<file path="src/rtl/dct_pkg.sv">
// dct_pkg: shared constants, sequencer state type and pixel level-shift helper
package dct_pkg;
  localparam int ROWS_PER_BLK = 8;
  localparam int PIX_W = 8;
  localparam int COEF_W = 12;
  localparam int LEVEL_SHIFT = 128;
  localparam int ROW_W = ROWS_PER_BLK * PIX_W;
  typedef enum logic [1:0] {IDLE, FEED, GAP} seq_state_t;
  function automatic logic [ROW_W-1:0] level_shift(input logic [ROW_W-1:0] p);
    logic [ROW_W-1:0] r;
    r = '0;
    for (int k = 0; k < ROWS_PER_BLK; k++)
      r[k*PIX_W +: PIX_W] = PIX_W'({1'b0, p[k*PIX_W +: PIX_W]} - (PIX_W+1)'(LEVEL_SHIFT));
    return r;
  endfunction
endpackage

</file>
<file path="src/rtl/dct_credit_ctr.sv">
// dct_credit_ctr: in-flight block credits, underflow flag and retired-block counter
module dct_credit_ctr
  import dct_pkg::*;
#(
  parameter int CNT_W = 16
) (
  input  logic             i_clk,
  input  logic             i_rst,
  input  logic             i_inc,
  input  logic             i_dec,
  output logic [2:0]       o_inflight,
  output logic [CNT_W-1:0] o_block_cnt,
  output logic             o_err_underflow
);
  logic [2:0] r_inflight;
  logic [CNT_W-1:0] r_cnt;
  logic r_err;
  logic w_under;
  logic [2:0] w_next;
  assign w_under = i_dec && r_inflight == 3'd0;
  assign w_next = (i_inc && !i_dec && r_inflight != 3'd7) ? r_inflight + 3'd1 :
                  (i_dec && !i_inc && !w_under) ? r_inflight - 3'd1 : r_inflight;
  always_ff @(posedge i_clk) begin
    if (i_rst) begin
      r_inflight <= '0;
      r_cnt <= '0;
      r_err <= 1'b0;
    end else begin
      r_inflight <= w_next;
      r_cnt <= r_cnt + CNT_W'(i_dec);
      r_err <= r_err | w_under;
    end
  end
  assign o_inflight = r_inflight;
  assign o_block_cnt = r_cnt;
  assign o_err_underflow = r_err;
endmodule

</file>
<file path="src/rtl/dct_block_sequencer.sv">
// dct_block_sequencer: feeds level-shifted 8-row blocks to the DCT with gaps and credit limiting
module dct_block_sequencer
  import dct_pkg::*;
#(
  parameter int GAP_CYCLES = 4,
  parameter int MAX_INFLIGHT = 2,
  parameter int CNT_W = 16
) (
  input  logic             i_clk,
  input  logic             i_rst,
  input  logic             i_enable,
  input  logic             i_pix_valid,
  output logic             o_pix_ready,
  input  logic [63:0]      i_pix,
  output logic             o_dct_valid,
  output logic [63:0]      o_dct_row,
  input  logic             i_dct_done,
  output logic [2:0]       o_inflight,
  output logic [CNT_W-1:0] o_block_cnt,
  output logic             o_busy,
  output logic             o_err_underflow
);
  localparam int GW = $clog2(GAP_CYCLES + 2);
  seq_state_t r_state;
  seq_state_t w_next;
  logic [2:0] r_row;
  logic [GW-1:0] r_gap;
  logic r_valid;
  logic [63:0] r_row_out;
  logic w_hs, w_first, w_last, w_gap_end;
  logic [2:0] w_inflight;
  assign o_pix_ready = r_state == FEED;
  assign w_hs = i_pix_valid & o_pix_ready;
  assign w_first = w_hs && r_row == 3'd0;
  assign w_last = w_hs && r_row == 3'd7;
  assign w_gap_end = r_gap == GW'(GAP_CYCLES - 1);
  assign w_next = (r_state == IDLE) ? ((i_enable && w_inflight < 3'(MAX_INFLIGHT)) ? FEED : IDLE) :
                  (r_state == FEED) ? (w_last ? (GAP_CYCLES == 0 ? IDLE : GAP) : FEED) :
                  (w_gap_end ? IDLE : GAP);
  always_ff @(posedge i_clk) begin
    if (i_rst) begin
      r_state <= IDLE;
      r_row <= '0;
      r_gap <= '0;
      r_valid <= 1'b0;
      r_row_out <= '0;
    end else begin
      r_state <= w_next;
      r_valid <= w_hs;
      r_gap <= (r_state == GAP) ? r_gap + 1'b1 : '0;
      if (w_hs) begin
        r_row <= r_row + 3'd1;
        r_row_out <= level_shift(i_pix);
      end
    end
  end
  dct_credit_ctr #(.CNT_W(CNT_W)) u_credit (
    .i_clk          (i_clk),
    .i_rst          (i_rst),
    .i_inc          (w_first),
    .i_dec          (i_dct_done),
    .o_inflight     (w_inflight),
    .o_block_cnt    (o_block_cnt),
    .o_err_underflow(o_err_underflow)
  );
  assign o_inflight = w_inflight;
  assign o_dct_valid = r_valid;
  assign o_dct_row = r_row_out;
  assign o_busy = r_state != IDLE || w_inflight != 3'd0;
endmodule
</file>
<file path="config.mk">
export PLATFORM = sky130hd
export DESIGN_NAME = dct_block_sequencer
export DESIGN_NICKNAME = d
export VERILOG_FILES = /design/src/rtl/dct_pkg.sv /design/src/rtl/dct_credit_ctr.sv /design/src/rtl/dct_block_sequencer.sv
export SDC_FILE = /design/constraint.sdc
export NUM_CORES = 1
export LEC_CHECK = 0
export CAP_MARGIN = 5
export CORE_MARGIN = 4
export CORE_UTILIZATION = 30
export CTS_BUF_LIST = sky130_fd_sc_hd__clkbuf_16
export DETAILED_ROUTE_END_ITERATION = 16
export HOLD_SLACK_MARGIN = 0.12
export PLACE_DENSITY = 0.65
export SLEW_MARGIN = 20
export SYNTH_ARGS = -nofsm -noshare
export SYNTH_HDL_FRONTEND = slang
export SYNTH_HIERARCHICAL = 1
export SYNTH_SLANG_ARGS = --single-unit
export TNS_END_PERCENT = 5
</file>
<file path="constraint.sdc">
create_clock -name i_clk -period 3.3 [get_ports i_clk]
set_input_delay 0.99 -clock i_clk [delete_from_list [all_inputs] [get_ports i_clk]]
set_output_delay 0.99 -clock i_clk [all_outputs]
set_load 0.005 [all_outputs]
</file>
==> flow_summary.json <==
{
  "status": "completed",
  "cp_top_family": "simple AND/OR/NAND/NOR gates",
  "leakagePower_uw": 0.00229,
  "antenna_found_initial": 0,
  "hold_viol_final": 0,
  "ant_nets": 0,
  "rsz0062_at_grt": "no",
  "grt_pass1_vias": 3269,
  "cts_setup_buffers": 0,
  "gp_congestion": 0.717,
  "r2r_cells": 9,
  "syn-num-nets": 505,
  "antenna_cells": 0,
  "hold_class": "flip-flop to flip-flop",
  "required_ps": 3580,
  "drv_slew": 0,
  "crit_slowest_cell": "fa_1",
  "clk_path_buf_depth": 2,
  "synth_top_area_cell": "dfxtp_1",
  "drtPass1Iterations": 4,
  "netlist_top_cells_area": "dfxtp_1 (44%), nand2b_1 (18%), mux2i_1 (14%)",
  "cts_tree": "done",
  "clock-sinks": 93,
  "fmax_mhz": 339,
  "wl_per_cell_um": 13.3,
  "fin_skew_ps": 7.31,
  "grt-ovfl-total": 0,
  "drt_iter0_drc": 87,
  "grt_first_pass_wirelength_um": 16200,
  "synthDistinctLibCells": 41,
  "nFillCells": 1313,
  "via_count": 3359,
  "syn-cell-area_um2": 4230,
  "grt_max_degree": 101,
  "yosys_warnings": 6,
  "cp_data_arrival_time_ps": 3220,
  "cts-root-buf": "clkbuf_16",
  "drive_gt1_share_pct": 5.03,
  "tightest_slew_ps": 1090,
  "layout_common_cells": "clkdlybuf4s50_1 (154), nand2b_1 (119), dfxtp_1 (93), mux2i_1 (58), nor2_1 (24)",
  "power_density_nw_per_um2": 486,
  "synth-seq-cells": 93,
  "max_stage_delay_ps": 560,
  "ctsHtreeMaxLevel": 3,
  "start_util_pct": 30.6,
  "relSlewSlack_pct": 27.4,
  "drc": 0,
  "insertion_delay_ps": 340,
  "drv_cap": 0,
  "seq_area_um2": 1860,
  "grt_usage_pct": 12.1,
  "post_cts_resized": 0,
  "setup_violations": 0,
  "timing.final.crit_share_pct": 89.3,
  "crit_path_start_kind": "primary input",
  "multi_input_area_um2": 2220,
  "cp_cell_sequence": "clkdlybuf4s50_1 > and3b_4 > and3b_1 > nor2b_1 > nand2_1 > fa_1 > o21a_1 > nor2_1 > nor3_1 > o211a_1",
  "synth_ff_type": "dfxtp_1",
  "die_area_um2": 16100,
  "ir_drop_mv": 0.224,
  "min_period_ps": 2950,
  "endpoint_kind": "flip-flop",
  "area_growth_pct": 47.3,
  "hold_path_depth": 1,
  "cp_num_cells": 10,
  "final_common_cell": "clkdlybuf4s50_1",
  "die_w_um": 127,
  "ys_seq_area_share_pct": 44.0,
  "wl_um": 10100,
  "synth-edff-count": 0,
  "dp_cells": 741,
  "clkTransAtPathRegs_ps": 60,
  "async_flop_share_pct": 0,
  "ios": 156,
  "die_h_um": 127,
  "stdcell_count": 757,
  "avgSynthCellArea_um2": 9.88,
  "synth_cells": 428,
  "postCtsHoldBufs": 0,
  "post-dp-hpwl_um": 7130,
  "setup_tns_ps": 0,
  "cp_max_fo": 4,
  "synth_top_area_share_pct": 44.0,
  "numPortBuffers": 155,
  "via_per_inst": 4.44,
  "num_rows": 43,
  "core_um2": 13800,
  "critical_path_class": "primary input to flip-flop",
  "cts_made_buffers": 9,
  "finalNetCount": 649,
  "path_buf_inv": 1
}
[power by group]
group          switching, uW  internal, uW  total [uW]
clock network            417           652        1070
logic                    242           410         653
registers               85.1          1220        1300
total                    744          2280        3030
[cell families after synthesis]
group | share of synthesized area, %
and+or+nand+nor | 28.5
DFF | 44.0
muxes | 14.3
buffers and inverters | 3.64
AOI/OAI and AO/OA | 4.76
xor gates and xnor gates | 2.28
adders and majority gates | 2.54
[worst register-to-register path, stage by stage, from the launching register on]
cell	delay, ps
dfxtp_1	580
and3b_4	280
and3b_1	170
nor2b_1	160
nand2_1	80
fa_1	560
o21a_1	140
nor2_1	30
nor3_1	200
o211a_1	170
[metal layers]
metal  GRT usage (%)  routed length [um]  vias up
met5               0                   0        -
met4            4.79                 135        0
met3            3.83                 706        9
met2            18.4                4530       93
met1            16.1                4710     1543
li1                -                   -     1714
[registers in the layout (all words and copies together) (netlist names)]
| signal | count |
|---|---|
| o_dct_row | 64 |
| u_credit/o_block_cnt | 16 |
| r_gap | 3 |
| r_row | 3 |
| u_credit/o_inflight | 3 |
| r_state | 2 |
| o_dct_valid | 1 |
| u_credit/o_err_underflow | 1 |
[layout make-up]
class / count / area share (%)
clock buffers: 9 / 3.61
clock inverters: 7 / 1.28
inverters: 6 / 0.361
multi-input cells: 302 / 35.6
flip-flops and latches: 93 / 29.9
well taps: 180 / 3.61
repair buffers: 160 / 25.7
[final timing paths]
| path | endpoint | from | slack [ps] |
|---|---|---|---|
| setup / recovery | u_credit/o_inflight[1]$_SDFFE_PP0P_ | i_pix_valid | 350 |
| hold / removal | r_gap[0]$_SDFF_PP0_ | r_gap[0]$_SDFF_PP0_ | 420 |
| setup reg to reg | u_credit/o_inflight[1]$_SDFFE_PP0P_ | r_state[0]$_SDFF_PP0_ | 870 |
| hold reg to reg | r_gap[0]$_SDFF_PP0_ | r_gap[0]$_SDFF_PP0_ | 420 |
[metrics by stage]
step                      power [uW]  area [um^2]  utilization [%]  hold slack [ps]  worst slack [ps]
after floorplan                 1640         4230                -              397               249
after global placement          1970         5930             42.9              406              86.1
after detailed placement        1990         5930             42.9              410              34.0
after CTS                       3080         6230             45.1              425               384
after global routing            3190         6230             45.1              433               203
final                           3030         6230             45.1              421               353
[cells in the mapped netlist (all sizes together), types with 8 or more instances]
library cell and number:
buf 10, clkbuf 17, dfxtp 93, mux2i 58, nand2b 119, nand3 8, nand4b 9, nor2 25
nor2b 9, o211a 9, xnor2 9
(Power assumes the default switching activity.)
==> RTL edit, RTL diff (same settings) <==
Set the parameter `GAP_CYCLES` to 2 (it was 4).
--- a/src/rtl/dct_block_sequencer.sv
+++ b/src/rtl/dct_block_sequencer.sv
@@ -2,7 +2,7 @@
 module dct_block_sequencer
   import dct_pkg::*;
 #(
-  parameter int GAP_CYCLES = 4,
+  parameter int GAP_CYCLES = 2,
   parameter int MAX_INFLIGHT = 2,
   parameter int CNT_W = 16
 ) (
Formal check against the unedited RTL: same outputs for any inputs over 10 cycles, from zero or initial values and one cycle with i_rst high; that may be too few to reach the edited logic, so the function may still have changed.
==> RTL edit against the original RTL <==
- combinational power barely moved
- die area down 0.58%
- power is essentially flat
- sequential cell count decreased by 1
- area after synthesis is 0.62% lower
- final area is 0.82% lower
- wire length is 4.0% higher
- clock power about the same
- fmax down 0.84%
- worst setup slack got worse by 0.025 ns
- largest power group unchanged
==> RTL edit: results (changes against the original RTL) <==
\begin{tabular}{lr}
\hline
Metric & Value \\
\hline
\multicolumn{2}{l}{\textbf{Setup path}} \\
\quad Crit path kind & in -> reg \\
\quad Worst EP arrival & 3.25 ns (+0.03 ns) \\
\quad Reg2Reg Setup Slack & 0.78 ns (-0.09 ns) \\
\quad Reg-to-reg startpoint & r\_state[0] \\
\multicolumn{2}{l}{\textbf{Placement}} \\
\quad Post-Place Cell Area & 0.005874 mm\^{}2 (-0.89\%) \\
\quad Detailed-placement wirelength estimate & 7459 um (+4.5\%) \\
\quad DP Cell Count & 734 (-0.94\%) \\
\quad Placement-stage worst setup slack & 0.008932 ns (-0.02507 ns) \\
\quad Final RePlAce weighted congestion & 0.8006 (+12\%) \\
\multicolumn{2}{l}{\textbf{Detailed routing}} \\
\quad Detailed-route via count & 3391 (+0.95\%) \\
\quad Iteration-0 DRC Markers & 130 (+49\%) \\
\quad Average wire per cell in the routed design & 14.00 um (+5.1\%) \\
\quad Total detailed-routing wirelength & 10480 um (+4.0\%) \\
\multicolumn{2}{l}{\textbf{Logic synthesis}} \\
\quad Mapped Avg Cell Area & 9.915 um\^{}2 (+0.32\%) \\
\quad Post-Synth XOR/XNOR Area & 2.292\% (+0.014 points) \\
\quad Synth cell count leaders & 119 x nand2b\_1, 92 x dfxtp\_1, 58 x mux2i\_1 \\
\quad Multiplexer fraction of the synthesized cell area & 14.35\% (+0.089 points) \\
\quad Share of the yosys chip area belonging to registers & 43.81\% (-0.20 points) \\
\quad Number of library cell types mapped by synthesis & 42 (+2.4\%) \\
\quad Complex-gate fraction of the synthesized area & 4.792\% (+0.030 points) \\
\quad Post-synthesis adder-cell area fraction & 2.262\% (-0.28 points) \\
\multicolumn{2}{l}{\textbf{Power}} \\
\quad Leakage power & 0.002269 uW (-0.70\%) \\
\quad Maximum VDD drop & 0.2641 mV (+18\%) \\
\quad Internal power summed over all cells & 2271 uW (-0.47\%) \\
\multicolumn{2}{l}{\textbf{Min path}} \\
\quad Path class of the lowest-slack min-delay path & reg -> reg \\
\multicolumn{2}{l}{\textbf{STA}} \\
\quad Highest attainable clock frequency & 336.5 MHz (-0.84\%) \\
\quad Worst-case hold slack & 0.4241 ns (+0.003394 ns) \\
\quad Slew Limit Headroom & 27.60\% (+0.24 points) \\
\multicolumn{2}{l}{\textbf{Finish}} \\
\quad Filler instances & 1267 (-3.5\%) \\
\quad Post-layout net count & 645 (-0.62\%) \\
\quad Share of layout cells above drive strength 1 & 5.410\% (+0.38 points) \\
\multicolumn{2}{l}{\textbf{Global route}} \\
\quad Initial antenna violation count & 0 (unchanged) \\
\quad Pin count of the biggest net entering global routing & 69 (-32\%) \\
\quad Wire length of the first global-routing pass & 17240 um (+6.7\%) \\
\quad Number of global-route vias before repair & 3452 (+5.6\%) \\
\quad GRT Resource Usage Total & 13.11\% (+0.97 points) \\
\multicolumn{2}{l}{\textbf{Outcome}} \\
\quad Run status & finished clean \\
\hline
\end{tabular}
RTL edit: cell types whose count changed in the layout (fill, tap and decap cells not counted):
cell      before  now
buf_2          0    1
clkinv_1       5    2
nor2_1        24   23
buf_12         1    0
dfxtp_1       93   92
ha_1           7    6
clkinv_4       0    1
buf_4          5    6
RTL edit: power by group through the flow:
stage	clock, uW	combinational, uW	sequential [uW]
floorplan	0	332	1300
global placement	0	646	1320
detailed placement	0	661	1320
CTS	1120	666	1300
global route	1150	708	1310
finish	1070	653	1290
RTL edit: area by class of cell:
type	count	area [um^2]	area share (%)
Tap cell	176	220.2	3.563
Multi-Input combinational cell	300	2202	35.63
Timing Repair Buffer	161	1592	25.75
Clock inverter	6	81.33	1.316
Inverter	5	18.77	0.3036
Clock buffer	9	225.2	3.644
Sequential cell	92	1842	29.80
RTL edit: per-layer routing:
layer	vias to the layer above	routed length [um]	global-route usage, %
li1	1707	-	-
met1	1567	4715	16.32
met2	102	4876	20.80
met3	15	665	4.077
met4	0	226	5.931
met5	-	0	0
